## src/rtl/api_channel_mux_if.sv

```systemverilog
// Bundled API-port and per-channel handshake signals for api_channel_mux.
// The slave modport is the mux itself; master is the surrounding system side.
interface api_channel_mux_if #(
  parameter int NUM_CH = 4,
  parameter int DATA_W = 64,
  parameter int REG_W  = 8,
  parameter int CMD_W  = 8,
  parameter int SLOT_W = 5,
  parameter int FPGA_W = 4
) ();
  localparam int MSG_W = SLOT_W + FPGA_W + REG_W + CMD_W + DATA_W;

  logic                    api_i_empty_in;
  logic                    api_i_rd_en_out;
  logic [SLOT_W-1:0]       api_i_src_slot_in;
  logic [FPGA_W-1:0]       api_i_src_fpga_in;
  logic [REG_W-1:0]        api_i_src_reg_in;
  logic [REG_W-1:0]        api_i_tgt_reg_in;
  logic [CMD_W-1:0]        api_i_tgt_cmd_in;
  logic [DATA_W-1:0]       api_i_data_in;

  logic [NUM_CH-1:0]       ch_i_valid_out;
  logic [NUM_CH-1:0]       ch_i_ready_in;
  logic [NUM_CH*MSG_W-1:0] ch_i_msg_out;

  logic [NUM_CH-1:0]       ch_o_valid_in;
  logic [NUM_CH-1:0]       ch_o_ready_out;
  logic [NUM_CH*MSG_W-1:0] ch_o_msg_in;

  logic                    api_o_rfd_in;
  logic                    api_o_wr_en_out;
  logic [SLOT_W-1:0]       api_o_tgt_slot_out;
  logic [FPGA_W-1:0]       api_o_tgt_fpga_out;
  logic [REG_W-1:0]        api_o_tgt_reg_out;
  logic [CMD_W-1:0]        api_o_tgt_cmd_out;
  logic [REG_W-1:0]        api_o_src_reg_out;
  logic [CMD_W-1:0]        api_o_src_cmd_out;
  logic [DATA_W-1:0]       api_o_data_out;

  logic [NUM_CH-1:0]       ovf_flag_out;

  modport slave (
    input  api_i_empty_in, api_i_src_slot_in, api_i_src_fpga_in, api_i_src_reg_in,
           api_i_tgt_reg_in, api_i_tgt_cmd_in, api_i_data_in,
           ch_i_ready_in, ch_o_valid_in, ch_o_msg_in, api_o_rfd_in,
    output api_i_rd_en_out, ch_i_valid_out, ch_i_msg_out, ch_o_ready_out,
           api_o_wr_en_out, api_o_tgt_slot_out, api_o_tgt_fpga_out, api_o_tgt_reg_out,
           api_o_tgt_cmd_out, api_o_src_reg_out, api_o_src_cmd_out, api_o_data_out,
           ovf_flag_out
  );

  modport master (
    output api_i_empty_in, api_i_src_slot_in, api_i_src_fpga_in, api_i_src_reg_in,
           api_i_tgt_reg_in, api_i_tgt_cmd_in, api_i_data_in,
           ch_i_ready_in, ch_o_valid_in, ch_o_msg_in, api_o_rfd_in,
    input  api_i_rd_en_out, ch_i_valid_out, ch_i_msg_out, ch_o_ready_out,
           api_o_wr_en_out, api_o_tgt_slot_out, api_o_tgt_fpga_out, api_o_tgt_reg_out,
           api_o_tgt_cmd_out, api_o_src_reg_out, api_o_src_cmd_out, api_o_data_out,
           ovf_flag_out
  );
endinterface

```

## src/rtl/api_channel_mux.sv

```systemverilog
// N-channel router: API inbound words demuxed into per-channel FWFT FIFOs,
// outbound channel requests round-robin arbitrated onto the single API output.
module api_channel_mux #(
  parameter int NUM_CH   = 4,
  parameter int CH_W     = 2,
  parameter int IN_DEPTH = 4,
  parameter int DATA_W   = 64,
  parameter int REG_W    = 8,
  parameter int CMD_W    = 8,
  parameter int SLOT_W   = 5,
  parameter int FPGA_W   = 4
) (
  input  logic               api_clk_in,
  input  logic               api_rst_in,
  api_channel_mux_if.slave   bus
);
  localparam int MSG_W = SLOT_W + FPGA_W + REG_W + CMD_W + DATA_W;
  localparam int PTR_W = $clog2(IN_DEPTH);
  localparam int CNT_W = PTR_W + 1;

  // ---------------- inbound demux ----------------
  logic [CH_W-1:0]   sel;
  logic [MSG_W-1:0]  in_msg;
  logic              pop_api;
  logic [NUM_CH-1:0] push, pop, valid, full;
  logic [CNT_W-1:0]  cnt [NUM_CH];
  logic [PTR_W-1:0]  wp  [NUM_CH];
  logic [PTR_W-1:0]  rp  [NUM_CH];
  logic [MSG_W-1:0]  mem [NUM_CH][IN_DEPTH];
  logic [NUM_CH-1:0] ovf;
  logic              unused_tgt_bits;

  assign sel             = bus.api_i_tgt_reg_in[CH_W-1:0];
  assign unused_tgt_bits = ^bus.api_i_tgt_reg_in[REG_W-1:CH_W];
  assign in_msg = {bus.api_i_src_slot_in, bus.api_i_src_fpga_in, bus.api_i_src_reg_in,
                   bus.api_i_tgt_cmd_in, bus.api_i_data_in};

  // Full is registered occupancy, so a word aimed at a full channel stalls
  // the whole API input even if that channel drains in the same cycle.
  always_comb begin
    full  = '0;
    valid = '0;
    for (int k = 0; k < NUM_CH; k++) begin
      full[k]  = (cnt[k] == CNT_W'(IN_DEPTH));
      valid[k] = (cnt[k] != '0);
    end
  end

  assign pop_api = !api_rst_in && !bus.api_i_empty_in && !full[sel];

  always_comb begin
    push = '0;
    pop  = '0;
    for (int k = 0; k < NUM_CH; k++) begin
      push[k] = pop_api && (sel == CH_W'(k));
      pop[k]  = valid[k] && bus.ch_i_ready_in[k];
    end
  end

  always_ff @(posedge api_clk_in or posedge api_rst_in) begin
    if (api_rst_in) begin
      for (int k = 0; k < NUM_CH; k++) begin
        cnt[k] <= '0;
        wp[k]  <= '0;
        rp[k]  <= '0;
      end
    end else begin
      for (int k = 0; k < NUM_CH; k++) begin
        if (push[k]) wp[k] <= wp[k] + 1'b1;
        if (pop[k])  rp[k] <= rp[k] + 1'b1;
        cnt[k] <= cnt[k] + CNT_W'(push[k]) - CNT_W'(pop[k]);
      end
    end
  end

  // Storage needs no reset; empty entries are masked at the output.
  always_ff @(posedge api_clk_in) begin
    for (int k = 0; k < NUM_CH; k++) begin
      if (push[k]) mem[k][wp[k]] <= in_msg;
    end
  end

  always_ff @(posedge api_clk_in or posedge api_rst_in) begin
    if (api_rst_in) begin
      ovf <= '0;
    end else if (!bus.api_i_empty_in && full[sel]) begin
      ovf[sel] <= 1'b1;
    end
  end

  always_comb begin
    bus.ch_i_msg_out = '0;
    for (int k = 0; k < NUM_CH; k++) begin
      bus.ch_i_msg_out[k*MSG_W +: MSG_W] = valid[k] ? mem[k][rp[k]] : '0;
    end
  end

  assign bus.api_i_rd_en_out = pop_api;
  assign bus.ch_i_valid_out  = valid;
  assign bus.ovf_flag_out    = ovf;

  // ---------------- outbound arbiter ----------------
  logic [CH_W-1:0]   rr, gnt;
  logic              gnt_vld;
  logic [MSG_W-1:0]  o_msg [NUM_CH];
  logic [MSG_W-1:0]  o_sel;
  logic [SLOT_W-1:0] o_slot;
  logic [FPGA_W-1:0] o_fpga;
  logic [REG_W-1:0]  o_reg;
  logic [CMD_W-1:0]  o_cmd;
  logic [DATA_W-1:0] o_data;

  always_comb begin
    for (int k = 0; k < NUM_CH; k++) begin
      o_msg[k] = bus.ch_o_msg_in[k*MSG_W +: MSG_W];
    end
  end

  // Scan downward so the channel closest after rr is the last (winning) write.
  always_comb begin
    logic [CH_W-1:0] idx;
    logic            any;
    gnt = '0;
    any = 1'b0;
    idx = '0;
    for (int i = NUM_CH; i >= 1; i--) begin
      idx = rr + CH_W'(i);
      if (bus.ch_o_valid_in[idx]) begin
        gnt = idx;
        any = 1'b1;
      end
    end
    gnt_vld = any && bus.api_o_rfd_in && !api_rst_in;
  end

  always_comb begin
    bus.ch_o_ready_out = '0;
    if (gnt_vld) bus.ch_o_ready_out[gnt] = 1'b1;
  end

  assign o_sel = o_msg[gnt];
  assign {o_slot, o_fpga, o_reg, o_cmd, o_data} = o_sel;

  always_ff @(posedge api_clk_in or posedge api_rst_in) begin
    if (api_rst_in) begin
      rr                     <= CH_W'(NUM_CH - 1);
      bus.api_o_wr_en_out    <= 1'b0;
      bus.api_o_tgt_slot_out <= '0;
      bus.api_o_tgt_fpga_out <= '0;
      bus.api_o_tgt_reg_out  <= '0;
      bus.api_o_tgt_cmd_out  <= '0;
      bus.api_o_src_reg_out  <= '0;
      bus.api_o_src_cmd_out  <= '0;
      bus.api_o_data_out     <= '0;
    end else begin
      bus.api_o_wr_en_out <= gnt_vld;
      if (gnt_vld) begin
        rr                     <= gnt;
        bus.api_o_tgt_slot_out <= o_slot;
        bus.api_o_tgt_fpga_out <= o_fpga;
        bus.api_o_tgt_reg_out  <= o_reg;
        bus.api_o_tgt_cmd_out  <= o_cmd;
        bus.api_o_src_reg_out  <= REG_W'(gnt);
        bus.api_o_src_cmd_out  <= o_cmd;
        bus.api_o_data_out     <= o_data;
      end
    end
  end
endmodule

```

## src/flat_wrapper.sv

```systemverilog
// flat-port wrapper written by rule: the top's interface ports become plain ports
module api_channel_mux_flat 
#(
  parameter int NUM_CH   = 4,
  parameter int CH_W     = 2,
  parameter int IN_DEPTH = 4,
  parameter int DATA_W   = 64,
  parameter int REG_W    = 8,
  parameter int CMD_W    = 8,
  parameter int SLOT_W   = 5,
  parameter int FPGA_W   = 4
)
  (api_clk_in, api_rst_in, bus_api_i_empty_in, bus_api_i_src_slot_in, bus_api_i_src_fpga_in, bus_api_i_src_reg_in, bus_api_i_tgt_reg_in, bus_api_i_tgt_cmd_in, bus_api_i_data_in, bus_ch_i_ready_in, bus_ch_o_valid_in, bus_ch_o_msg_in, bus_api_o_rfd_in, bus_api_i_rd_en_out, bus_ch_i_valid_out, bus_ch_i_msg_out, bus_ch_o_ready_out, bus_api_o_wr_en_out, bus_api_o_tgt_slot_out, bus_api_o_tgt_fpga_out, bus_api_o_tgt_reg_out, bus_api_o_tgt_cmd_out, bus_api_o_src_reg_out, bus_api_o_src_cmd_out, bus_api_o_data_out, bus_ovf_flag_out);
  api_channel_mux_if #(.NUM_CH(NUM_CH), .DATA_W(DATA_W), .REG_W(REG_W), .CMD_W(CMD_W), .SLOT_W(SLOT_W), .FPGA_W(FPGA_W)) bus_i ();
  input  logic api_clk_in;
  input  logic api_rst_in;
  input wire logic [$bits(bus_i.api_i_empty_in)-1:0] bus_api_i_empty_in;
  input wire logic [$bits(bus_i.api_i_src_slot_in)-1:0] bus_api_i_src_slot_in;
  input wire logic [$bits(bus_i.api_i_src_fpga_in)-1:0] bus_api_i_src_fpga_in;
  input wire logic [$bits(bus_i.api_i_src_reg_in)-1:0] bus_api_i_src_reg_in;
  input wire logic [$bits(bus_i.api_i_tgt_reg_in)-1:0] bus_api_i_tgt_reg_in;
  input wire logic [$bits(bus_i.api_i_tgt_cmd_in)-1:0] bus_api_i_tgt_cmd_in;
  input wire logic [$bits(bus_i.api_i_data_in)-1:0] bus_api_i_data_in;
  input wire logic [$bits(bus_i.ch_i_ready_in)-1:0] bus_ch_i_ready_in;
  input wire logic [$bits(bus_i.ch_o_valid_in)-1:0] bus_ch_o_valid_in;
  input wire logic [$bits(bus_i.ch_o_msg_in)-1:0] bus_ch_o_msg_in;
  input wire logic [$bits(bus_i.api_o_rfd_in)-1:0] bus_api_o_rfd_in;
  output wire logic [$bits(bus_i.api_i_rd_en_out)-1:0] bus_api_i_rd_en_out;
  output wire logic [$bits(bus_i.ch_i_valid_out)-1:0] bus_ch_i_valid_out;
  output wire logic [$bits(bus_i.ch_i_msg_out)-1:0] bus_ch_i_msg_out;
  output wire logic [$bits(bus_i.ch_o_ready_out)-1:0] bus_ch_o_ready_out;
  output wire logic [$bits(bus_i.api_o_wr_en_out)-1:0] bus_api_o_wr_en_out;
  output wire logic [$bits(bus_i.api_o_tgt_slot_out)-1:0] bus_api_o_tgt_slot_out;
  output wire logic [$bits(bus_i.api_o_tgt_fpga_out)-1:0] bus_api_o_tgt_fpga_out;
  output wire logic [$bits(bus_i.api_o_tgt_reg_out)-1:0] bus_api_o_tgt_reg_out;
  output wire logic [$bits(bus_i.api_o_tgt_cmd_out)-1:0] bus_api_o_tgt_cmd_out;
  output wire logic [$bits(bus_i.api_o_src_reg_out)-1:0] bus_api_o_src_reg_out;
  output wire logic [$bits(bus_i.api_o_src_cmd_out)-1:0] bus_api_o_src_cmd_out;
  output wire logic [$bits(bus_i.api_o_data_out)-1:0] bus_api_o_data_out;
  output wire logic [$bits(bus_i.ovf_flag_out)-1:0] bus_ovf_flag_out;
  assign bus_i.api_i_empty_in = bus_api_i_empty_in;
  assign bus_i.api_i_src_slot_in = bus_api_i_src_slot_in;
  assign bus_i.api_i_src_fpga_in = bus_api_i_src_fpga_in;
  assign bus_i.api_i_src_reg_in = bus_api_i_src_reg_in;
  assign bus_i.api_i_tgt_reg_in = bus_api_i_tgt_reg_in;
  assign bus_i.api_i_tgt_cmd_in = bus_api_i_tgt_cmd_in;
  assign bus_i.api_i_data_in = bus_api_i_data_in;
  assign bus_i.ch_i_ready_in = bus_ch_i_ready_in;
  assign bus_i.ch_o_valid_in = bus_ch_o_valid_in;
  assign bus_i.ch_o_msg_in = bus_ch_o_msg_in;
  assign bus_i.api_o_rfd_in = bus_api_o_rfd_in;
  assign bus_api_i_rd_en_out = bus_i.api_i_rd_en_out;
  assign bus_ch_i_valid_out = bus_i.ch_i_valid_out;
  assign bus_ch_i_msg_out = bus_i.ch_i_msg_out;
  assign bus_ch_o_ready_out = bus_i.ch_o_ready_out;
  assign bus_api_o_wr_en_out = bus_i.api_o_wr_en_out;
  assign bus_api_o_tgt_slot_out = bus_i.api_o_tgt_slot_out;
  assign bus_api_o_tgt_fpga_out = bus_i.api_o_tgt_fpga_out;
  assign bus_api_o_tgt_reg_out = bus_i.api_o_tgt_reg_out;
  assign bus_api_o_tgt_cmd_out = bus_i.api_o_tgt_cmd_out;
  assign bus_api_o_src_reg_out = bus_i.api_o_src_reg_out;
  assign bus_api_o_src_cmd_out = bus_i.api_o_src_cmd_out;
  assign bus_api_o_data_out = bus_i.api_o_data_out;
  assign bus_ovf_flag_out = bus_i.ovf_flag_out;
  api_channel_mux #(.NUM_CH(NUM_CH), .CH_W(CH_W), .IN_DEPTH(IN_DEPTH), .DATA_W(DATA_W), .REG_W(REG_W), .CMD_W(CMD_W), .SLOT_W(SLOT_W), .FPGA_W(FPGA_W)) u_core (.api_clk_in(api_clk_in), .api_rst_in(api_rst_in), .bus(bus_i));
endmodule
```

## config.mk

```make
export PLATFORM = sky130hd
export DESIGN_NAME = api_channel_mux_flat
export DESIGN_NICKNAME = d
export VERILOG_FILES = /design/src/rtl/api_channel_mux_if.sv /design/src/rtl/api_channel_mux.sv /design/src/flat_wrapper.sv
export SDC_FILE = /design/constraint.sdc
export NUM_CORES = 1
export LEC_CHECK = 0
export BUFFER_PORTS_ARGS = -buffer_cell sky130_fd_sc_hd__buf_4
export CAP_MARGIN = 10
export CELL_PAD_IN_SITES_DETAIL_PLACEMENT = 1
export CELL_PAD_IN_SITES_GLOBAL_PLACEMENT = 2
export CORE_MARGIN = 8
export CORE_UTILIZATION = 43
export CTS_CLUSTER_DIAMETER = 50
export CTS_CLUSTER_SIZE = 10
export DETAILED_ROUTE_END_ITERATION = 7
export PLACE_DENSITY = 0.87
export SYNTH_ARGS = -nofsm -noshare
export SYNTH_HDL_FRONTEND = slang
export SYNTH_SLANG_ARGS = --single-unit
```

## constraint.sdc

```tcl
create_clock -name api_clk_in -period 7.4 [get_ports api_clk_in]
set_clock_uncertainty 0.2 [all_clocks]
set_input_delay 1.11 -clock api_clk_in [delete_from_list [all_inputs] [get_ports api_clk_in]]
set_output_delay 1.11 -clock api_clk_in [all_outputs]
set_load 0.05 [all_outputs]
```

==> qor.yml <==
synthesis:
  synth-seq-cells: 1550
  synth_most_common_cell: "edfxtp_1"
  syn-cell-area_um2: 61500
  synthFlopType: "edfxtp_1"
  yosys-top-cells-count: "edfxtp_1, and2_1, mux4_2, clkbuf_1, dfrtp_1"
  synthCells: 3095
  yosysSeqAreaShare_pct: 74.7
  synthDistinctLibCells: 50
  ys_warn_count: 0
  synthArstFlopShare_pct: 8.13
  synthTopCellsByArea: "edfxtp_1, mux4_2, dfrtp_1"
  synth_top_area_share_pct: 69.6
  synth-edff-count: 1424
  synth_top_area_cell: "edfxtp_1"
  syn_avg_cell_area_um2: 19.9
timing:
  finalHoldViolCount: 0
  setup_tns_ps: 0
  max_slew_margin_pct: 21.6
  setup-violations-final: 0
  fmax_ghz: 0.206
  min_period_ps: 4860
  tightest_slew_ps: 1180
  fin_ws_ps: 2540
  rsz0062_at_grt: "false"
  finalCritPeriodShare_pct: 65.7
  finalMaxSlewViolations: 0
floorplanning:
  initial_core_util_pct: 43.4
  die_height_um: 394
  rows: 138
  ioPinCount: 940
  die_area_um2: 155000
  core_area_um2: 142000
  die_w_um: 394
detailed_routing:
  wl_per_cell_um: 34.9
  drt_wl_total_mm: 211
  drc: 0
  vias: 35434
  routed_via_density: 5.85
  drt_first_pass_iters: 7
  antenna_left: 0
  drt-initial-drc-count: 3138
clock_network:
  cts.sinks: 1550
  cts-hold-fix-buffers: 0
  clk_pin_slew_ps: 60
  ctsRootBufferMaster: "clkbuf_16"
  ctsResizeCount: 0
  clkLatencyLatePin_ps: 810
  cts_tree: "built"
  cts-htree-levels: 4
  cts_made_buffers: 187
  post-cts-setup-buffers: 0
  cts_buffer_depth: 3
worst_hold_path:
  hold_class: "input port to asynchronous set/reset pin"
setup_path:
  worstSetupPathType: "flip-flop to output pin"
  crit_fanout: 46
  reg2regPathDepth: 5
  cp.arrival_ps: 3550
  cp-end-kind: "output pin"
  crit_required_ps: 6090
  start_kind: "flip-flop"
global_route:
  grt_util_all_layers_pct: 26.3
  use_met3_pct: 5.79
  use_met1_pct: 31.2
  grt_most_used_layer: "met2"
  grt_max_degree: 92
  grtUsageMet2_pct: 44.9
  grt_pass1_vias: 37701
  grt_pass1_wl_mm: 293
  grt_overflow_total: 0
  antenna_found_initial: 51
cells_and_area:
  fin_nets: 4555
  fillers: 12819
  drive_gt1_share_pct: 38.9
  area_delta_synth_final_pct: 23.9
power_and_ir_drop:
  leakagePower_nw: 26.5
  ir_worst_vdd_uv: 486
  power_density_nw_per_um2: 439
placement:
  io_buffers: 927
  dpl.hpwl_mm: 139
  routabilityCongestion: 0.890
  dp_worst_setup_slack_ps: 2790
job:
  maxCapViolCount: 0
outcome:
  status: "complete, no violations"
cell type report:
class                           instances  area, um2  area share [%]
Inverter                               30        120           0.158
Timing Repair Buffer                  981       7540            9.90
Clock inverter                         33        559           0.735
Antenna cell                           27       67.6          0.0887
Multi-Input combinational cell       1313      14600            19.2
Sequential cell                      1550      45900            60.3
Clock buffer                          231       4940            6.49
Tap cell                             1890       2360            3.11
power by group:
group          internal [mW]  leakage (nW)  total (mW)  switching [mW]
sequential              10.1          14.2        10.7           0.647
combinational           4.74          9.66        14.4            9.64
clock                   4.83          2.65        8.36            3.53
total                   19.6          26.5        33.4            13.8
sequential cells by signal, indices dropped and copies added (netlist names), 4 cells and up:
name	flops
u_core.bus.api_o_data_out	64
u_core.bus.api_o_tgt_cmd_out	8
u_core.bus.api_o_tgt_fpga_out	4
u_core.bus.api_o_tgt_reg_out	8
u_core.bus.api_o_tgt_slot_out	5
u_core.bus.ovf_flag_out	4
u_core.cnt	12
u_core.mem	1424
u_core.rp	8
u_core.wp	8
placed cells by master, fill, tap and decap left out, drive strengths merged, types with 22 or more instances in the layout:
| master | netlist | final |
|---|---|---|
| a221oi | 90 | 90 |
| and2 | 371 | 371 |
| buf | 81 | 981 |
| clkbuf | 126 | 231 |
| clkinv | 0 | 22 |
| dfrtp | 124 | 124 |
| diode | 0 | 27 |
| edfxtp | 1424 | 1424 |
| ha | 23 | 23 |
| inv | 30 | 35 |
| mux2i | 89 | 89 |
| mux4 | 356 | 356 |
| nor2 | 107 | 107 |
| o21ai | 96 | 96 |
| o22ai | 91 | 91 |
logic make-up after synthesis:
kind of cell	after synthesis	share of synthesized area, %
muxes	448	14.6
and+or+nand+nor	517	4.80
xor gates and xnor gates	21	0.299
other	1	0.00610
AOI/OAI and AO/OA	294	3.23
adders and majority gates	27	0.599
DFF	1550	74.7
buffers and inverters	237	1.79
critical path, cell delays in order (launching register included):
cell and delay (ps):
dfrtp_4 980, buf_4 800, mux4_2 420, and2_1 260, buf_4 230
path summary, 6_finish.rpt:
| path | start | end | slack, ps |
|---|---|---|---|
| setup / recovery | u_core.rp[3] | bus_ch_i_msg_out[182] | 2540 |
| hold / removal | api_rst_in | u_core.bus.api_o_tgt_slot_out[1] | 120 |
| setup reg to reg | u_core.cnt[1] | u_core.mem[3][265] | 3780 |
| hold reg to reg | u_core.bus.ovf_flag_out[1] | u_core.bus.ovf_flag_out[1] | 260 |
| max in group asynchronous | api_rst_in | u_core.bus.api_o_data_out[40] | 5690 |
| min in group api_clk_in | u_core.bus.ovf_flag_out[1] | u_core.bus.ovf_flag_out[1] | 260 |
per-stage QoR:
step	power, mW	hold WS (ps)	instance area [um2]	cells	util, %
after floorplan	20.2	261	61500	3100	-
after global placement	25.1	247	70600	5764	49.8
after detailed placement	25.3	247	70600	5764	49.8
after CTS	33.7	50.0	76100	6028	53.7
after global routing	34.4	92.8	76100	6049	53.7
final	33.4	116	76100	6055	53.7
metal layers:
metal  share of wire, %  vias up
met5              0.033        -
met4                5.1       10
met3                7.4      364
met2                 51     1919
met1                 36    18765
li1                   -    14376
Note: power is estimated with default switching activity, not from simulation.
